### config.mk
export PLATFORM = sky130hd
export DESIGN_NAME = mmv_ram_responder
export DESIGN_NICKNAME = d
export VERILOG_FILES = /design/src/rtl/mmv_ram_responder.sv
export SDC_FILE = /design/constraint.sdc
export NUM_CORES = 2
export LEC_CHECK = 0
export BUFFER_PORTS_ARGS = -buffer_cell sky130_fd_sc_hd__buf_4
export CAP_MARGIN = 10
export CELL_PAD_IN_SITES_DETAIL_PLACEMENT = 1
export CELL_PAD_IN_SITES_GLOBAL_PLACEMENT = 1
export CORE_UTILIZATION = 50
export DETAILED_ROUTE_END_ITERATION = 10
export MAX_ROUTING_LAYER = met4
export PLACE_DENSITY_LB_ADDON = 0.25
export SKIP_LAST_GASP = 1
export SYNTH_ARGS = -nofsm -noshare
export SYNTH_HDL_FRONTEND = slang
export SYNTH_SLANG_ARGS = --single-unit
### constraint.sdc
create_clock -name clk -period 3 [get_ports clk]
set_input_delay 0.15 -clock clk [delete_from_list [all_inputs] [get_ports clk]]
set_output_delay 0.15 -clock clk [all_outputs]
set_load 0.02 [all_outputs]
### src/rtl/mmv_ram_responder.sv
// rtl/mmv_ram_responder.sv - behavioural RAM responder with read latency, random backpressure and counters
// Optional stuck-at-0 address fault: MMV_RAM_RESPONDER_FAULT_EN
module mmv_ram_responder #(
  parameter int AWIDTH    = 8,
  parameter int DWIDTH    = 8,
  parameter int RDLATENCY = 2,
  parameter int CWIDTH    = 16,
  localparam int FBW      = (AWIDTH > 1) ? $clog2(AWIDTH) : 1
) (
  input  logic              clk,
  input  logic              reset,
  input  logic [AWIDTH-1:0] s_addr,
  input  logic              s_wreq,
  input  logic [DWIDTH-1:0] s_wdat,
  input  logic              s_rreq,
  output logic [DWIDTH-1:0] s_rdat,
  output logic              s_rval,
  output logic              s_busy,
  input  logic              busy_ena,
  input  logic              fault_ena,
  input  logic [FBW-1:0]    fault_bit,
  output logic [CWIDTH-1:0] wr_cnt,
  output logic [CWIDTH-1:0] rd_cnt,
  output logic              collision
);

  logic [DWIDTH-1:0]    mem [0:(1<<AWIDTH)-1];
  logic [AWIDTH-1:0]    eff_addr;
  logic                 accept_w;
  logic                 accept_r;
  logic [15:0]          lfsr;
  logic                 lfsr_fb;
  logic [RDLATENCY-1:0] pipe_v;
  logic [DWIDTH-1:0]    pipe_d [RDLATENCY];

`ifdef MMV_RAM_RESPONDER_FAULT_EN
  always_comb begin
    eff_addr = s_addr;
    if (fault_ena && (int'(fault_bit) < AWIDTH))
      eff_addr[fault_bit] = 1'b0;
  end
`else
  logic unused_fault;
  assign unused_fault = fault_ena ^ (^fault_bit);
  assign eff_addr     = s_addr;
`endif

  // A simultaneous write wins; the read is dropped and reported via collision.
  assign accept_w = s_wreq & ~s_busy;
  assign accept_r = s_rreq & ~s_busy & ~s_wreq;
  assign lfsr_fb  = lfsr[15] ^ lfsr[13] ^ lfsr[12] ^ lfsr[10];

  // Memory has no reset so its contents survive a reset.
  always_ff @(posedge clk) begin
    if (accept_w && !reset)
      mem[eff_addr] <= s_wdat;
  end

  always_ff @(posedge clk or posedge reset) begin
    if (reset) begin
      lfsr      <= 16'hACE1;
      s_busy    <= 1'b0;
      wr_cnt    <= '0;
      rd_cnt    <= '0;
      collision <= 1'b0;
    end else begin
      lfsr      <= {lfsr[14:0], lfsr_fb};
      s_busy    <= busy_ena & lfsr[1] & lfsr[0];
      collision <= s_wreq & s_rreq & ~s_busy;
      if (accept_w)
        wr_cnt <= wr_cnt + CWIDTH'(1);
      if (accept_r)
        rd_cnt <= rd_cnt + CWIDTH'(1);
    end
  end

  // Last stage doubles as the output register, so data only loads with a valid beat.
  always_ff @(posedge clk or posedge reset) begin
    if (reset) begin
      pipe_v <= '0;
      for (int i = 0; i < RDLATENCY; i++)
        pipe_d[i] <= '0;
    end else begin
      pipe_v[0] <= accept_r;
      if (accept_r)
        pipe_d[0] <= mem[eff_addr];
      for (int i = 1; i < RDLATENCY; i++) begin
        pipe_v[i] <= pipe_v[i-1];
        if (pipe_v[i-1])
          pipe_d[i] <= pipe_d[i-1];
      end
    end
  end

  assign s_rval = pipe_v[RDLATENCY-1];
  assign s_rdat = pipe_d[RDLATENCY-1];

endmodule

==> results.json <==
{
  "critical_path_class": "register to register",
  "yosys-top-cells-area": "edfxtp_1, mux4_2, dfrtp_1",
  "grt.overflow.total": 0,
  "slew_headroom_pct": 30.11,
  "fin_crit_ns": 2.876,
  "finalHoldViolCount": 0,
  "cts_tree": "built",
  "synth.cell_area_sq_um": 82180,
  "placement.io_buffers": 63,
  "rr_worst_depth": 6,
  "netlist_instances": 3864,
  "min_period_over_period_pct": 95.86,
  "synth-edff-count": 2048,
  "yosys.area_share.simple_pct": 3.076,
  "setup_viol": 0,
  "grt_max_degree": 113,
  "synth_flop_cell": "edfxtp_1",
  "fillers": 13820,
  "globalplace.congestion": 0.8720,
  "cts_made_buffers": 212,
  "cts_buffer_depth": 3,
  "grt_pass1_vias": 44980,
  "critPathLaunchType": "register",
  "cts_root_buf": "clkbuf_16",
  "routed_wl_um": 230200,
  "vias_per_cell": 6.278,
  "grt_setup_unrepaired": "false",
  "seq_area_sq_um": 63210,
  "total_power_uw": 63160,
  "synth_cell_types": 66,
  "drive_above_1_share_pct": 33.04,
  "reg2reg_from": "mem[115][0]$_DFFE_PP_",
  "end_kind": "register",
  "worst_hold_path_type": "input pin to register",
  "ant_nets": 0,
  "area_growth_pct": 17.73,
  "avgSynthCellArea_sq_um": 21.27,
  "finClkSkew_ns": 0.05012,
  "dp_hpwl_um": 150600,
  "num_rows": 148,
  "cts_post_setup_buffers_inserted": 0,
  "synthArstFlopShare_pct": 3.214,
  "initial_core_util_pct": 50.43,
  "final_nets": 4570,
  "synth_largest_area_cell": "edfxtp_1",
  "antenna_found_initial": 10,
  "slew_viol_final": 0,
  "p_leak_uw": 0.03173,
  "cts_max_level": 4,
  "drc": 0,
  "clk_pin_slew_worst_paths_ns": 0.06,
  "die_area_sq_um": 166000,
  "die_h_um": 407.4,
  "synth.net_count": 3891,
  "holdPathStages": 5,
  "ys_seq_area_share_pct": 76.92,
  "core_area_sq_um": 163000,
  "synth_mux_area_share_pct": 15.61,
  "cp.required_ns": 3.71,
  "synth_xor_area_share_pct": 0.3517,
  "synth_top_family_by_area": "multiplexers",
  "setup.worst_path.start": "mem[115][0]$_DFFE_PP_",
  "first_pass_iters": 5,
  "clk_latency_ns": 0.86,
  "ios": 68,
  "status": "finished clean",
  "wl_per_cell_um": 33.33,
  "ys_warn_count": 0,
  "tightestPinTransition_ns": 1.045,
  "cp_data_arrival_time_ns": 3.58,
  "ir_worst_vdd_mv": 0.6828,
  "synth_fa_ha_area_share_pct": 0.03045,
  "dp_cells": 6489,
  "power_density_nw_per_um2": 652.8,
  "synth_compound_area_share_pct": 2.317,
  "drtIter0Drc": 5783,
  "vias": 43370,
  "worstHoldStart": "s_addr[2]",
  "grt_util_all_layers_pct": 28.75,
  "ys_ff_latch": 2116,
  "grt_pass1_wl_um": 330600,
  "synth_top_cell_area_share_pct": 74.84,
  "cts.sinks": 2116,
  "finalNonFillerCells": 6908,
  "fmax_ghz": 0.3477,
  "die_x_um": 407.4,
  "critPathMaxFanout": 1,
  "maxCapViolCount": 0,
  "multiInputGateArea_sq_um": 17600
}
==> stage by stage <==
step	utilization, %	setup TNS (ns)	hold WS, ns	instance area [sq um]	worst slack [ns]
after CTS	59.36	0	0.03156	96730	0.02692
after global placement	54.97	-1.457	0.3382	89570	-0.3241
after floorplan	-	0	0.2489	82180	0.1241
final	59.37	0	0.09210	96750	0.1242
after detailed placement	54.97	-1.696	0.3394	89570	-0.2564
after global routing	59.37	0	0.05412	96740	0.02606
==> area by class of cell <==
cell class	instances	share of cell area, %
Sequential cell	2116	65.33
Multi-Input combinational cell	1503	18.19
Timing Repair Buffer	705	6.374
Clock buffer	267	5.769
Tap cell	2175	2.813
Clock inverter	132	1.478
Inverter	5	0.02328
Antenna cell	5	0.01293
==> repair_timing <==
| action | CTS | global route |
|---|---|---|
| gates resized for setup | 0 | 0 |
| hold endpoints to repair | 450 | 0 |
| setup endpoints to repair | 0 | 0 |
| hold buffers | 14 | 0 |
==> sequential cells by signal, indices dropped and copies added, names as in the netlist, 2 cells and up <==
| register | cells |
|---|---|
| wr_cnt | 16 |
| mem | 2048 |
| pipe_v | 2 |
| lfsr | 16 |
| pipe_d | 8 |
| rd_cnt | 16 |
| s_rdat | 8 |
==> logic make-up after synthesis <==
logic type,Yosys count
AND/OR/NAND/NOR,563
flip-flops,2116
AO/OA/AOI/OAI,268
multiplexers,637
XOR/XNOR,33
buffers and inverters,245
adder cells (fa/ha/maj),2
==> layer usage <==
layer | global-route usage (%) | part of all wire (%) | vias to the layer above
met4 | 9.042 | 3.4 | 0
met2 | 45.06 | 49 | 2212
met1 | 38.88 | 39 | 23300
li1 | - | - | 17450
met3 | 4.922 | 8.8 | 408
met5 | - | 0 | -
==> synth_stat cells, drive strengths merged (11+ instances only) <==
master,count
a2111oi,12
a211oi,13
a21oi,30
a221oi,15
a22o,20
a22oi,68
and2,11
and3,17
buf,161
clkbuf,79
dfrtp,60
edfxtp,2048
mux2,34
mux2i,93
mux4,510
nand2,79
nand2b,15
nand3,39
nand4,17
nor2,294
nor2b,17
nor3,45
o21ai,32
o22ai,34
xnor2,24
==> critical path, cell delays in order, from the launching register on <==
cell and delay, ns:
edfxtp_1 0.37, mux4_2 0.48, mux4_2 0.46, and3_1 0.21
nor4_1 0.76, o311a_1 0.38, a21oi_1 0.08
==> report_power, final <==
part / internal, uW / switching [uW]
clock network: 14900 / 11600
logic: 1500 / 2290
registers: 32600 / 244
==> final timing paths <==
path	end	slack, ns
max in group asynchronous	s_rdat[5]$_DFFE_PP0P_	2.21
min	pipe_d[12]$_DFFE_PP0P_	0.09
min reg2reg	lfsr[3]$_DFF_PP0_	0.35
min in group asynchronous	s_busy$_DFF_PP0_	0.18
max reg2reg	pipe_d[8]$_DFFE_PP0P_	0.12
max	pipe_d[8]$_DFFE_PP0P_	0.12
==> cells in the final DEF, fill, tap and decap left out, types with 9 or more instances in the layout <==
master            n
edfxtp_1       2048
clkbuf_16       212
clkbuf_8         15
dfrtp_1          60
a22o_1           20
a2111oi_0        12
clkinvlp_4       11
nand4_1          17
nor2_1          291
and2_1           11
mux2_2           34
nor3_1           45
o22ai_1          34
a221oi_1         15
a21oi_1          30
xor2_1            9
mux2i_1          93
o21ai_0          31
clkinv_16         9
buf_4           618
clkinv_2         38
and3_1           16
xnor2_1          24
a22oi_1          68
clkinv_1         45
bufinv_16        19
clkbuf_1         48
nand2b_1         15
nor2b_1          11
nand2_1          78
buf_12           61
mux4_2          502
a211oi_1         13
dlygate4sd3_1    14
nand3_1          39
Note: power is estimated with default switching activity, not from simulation.
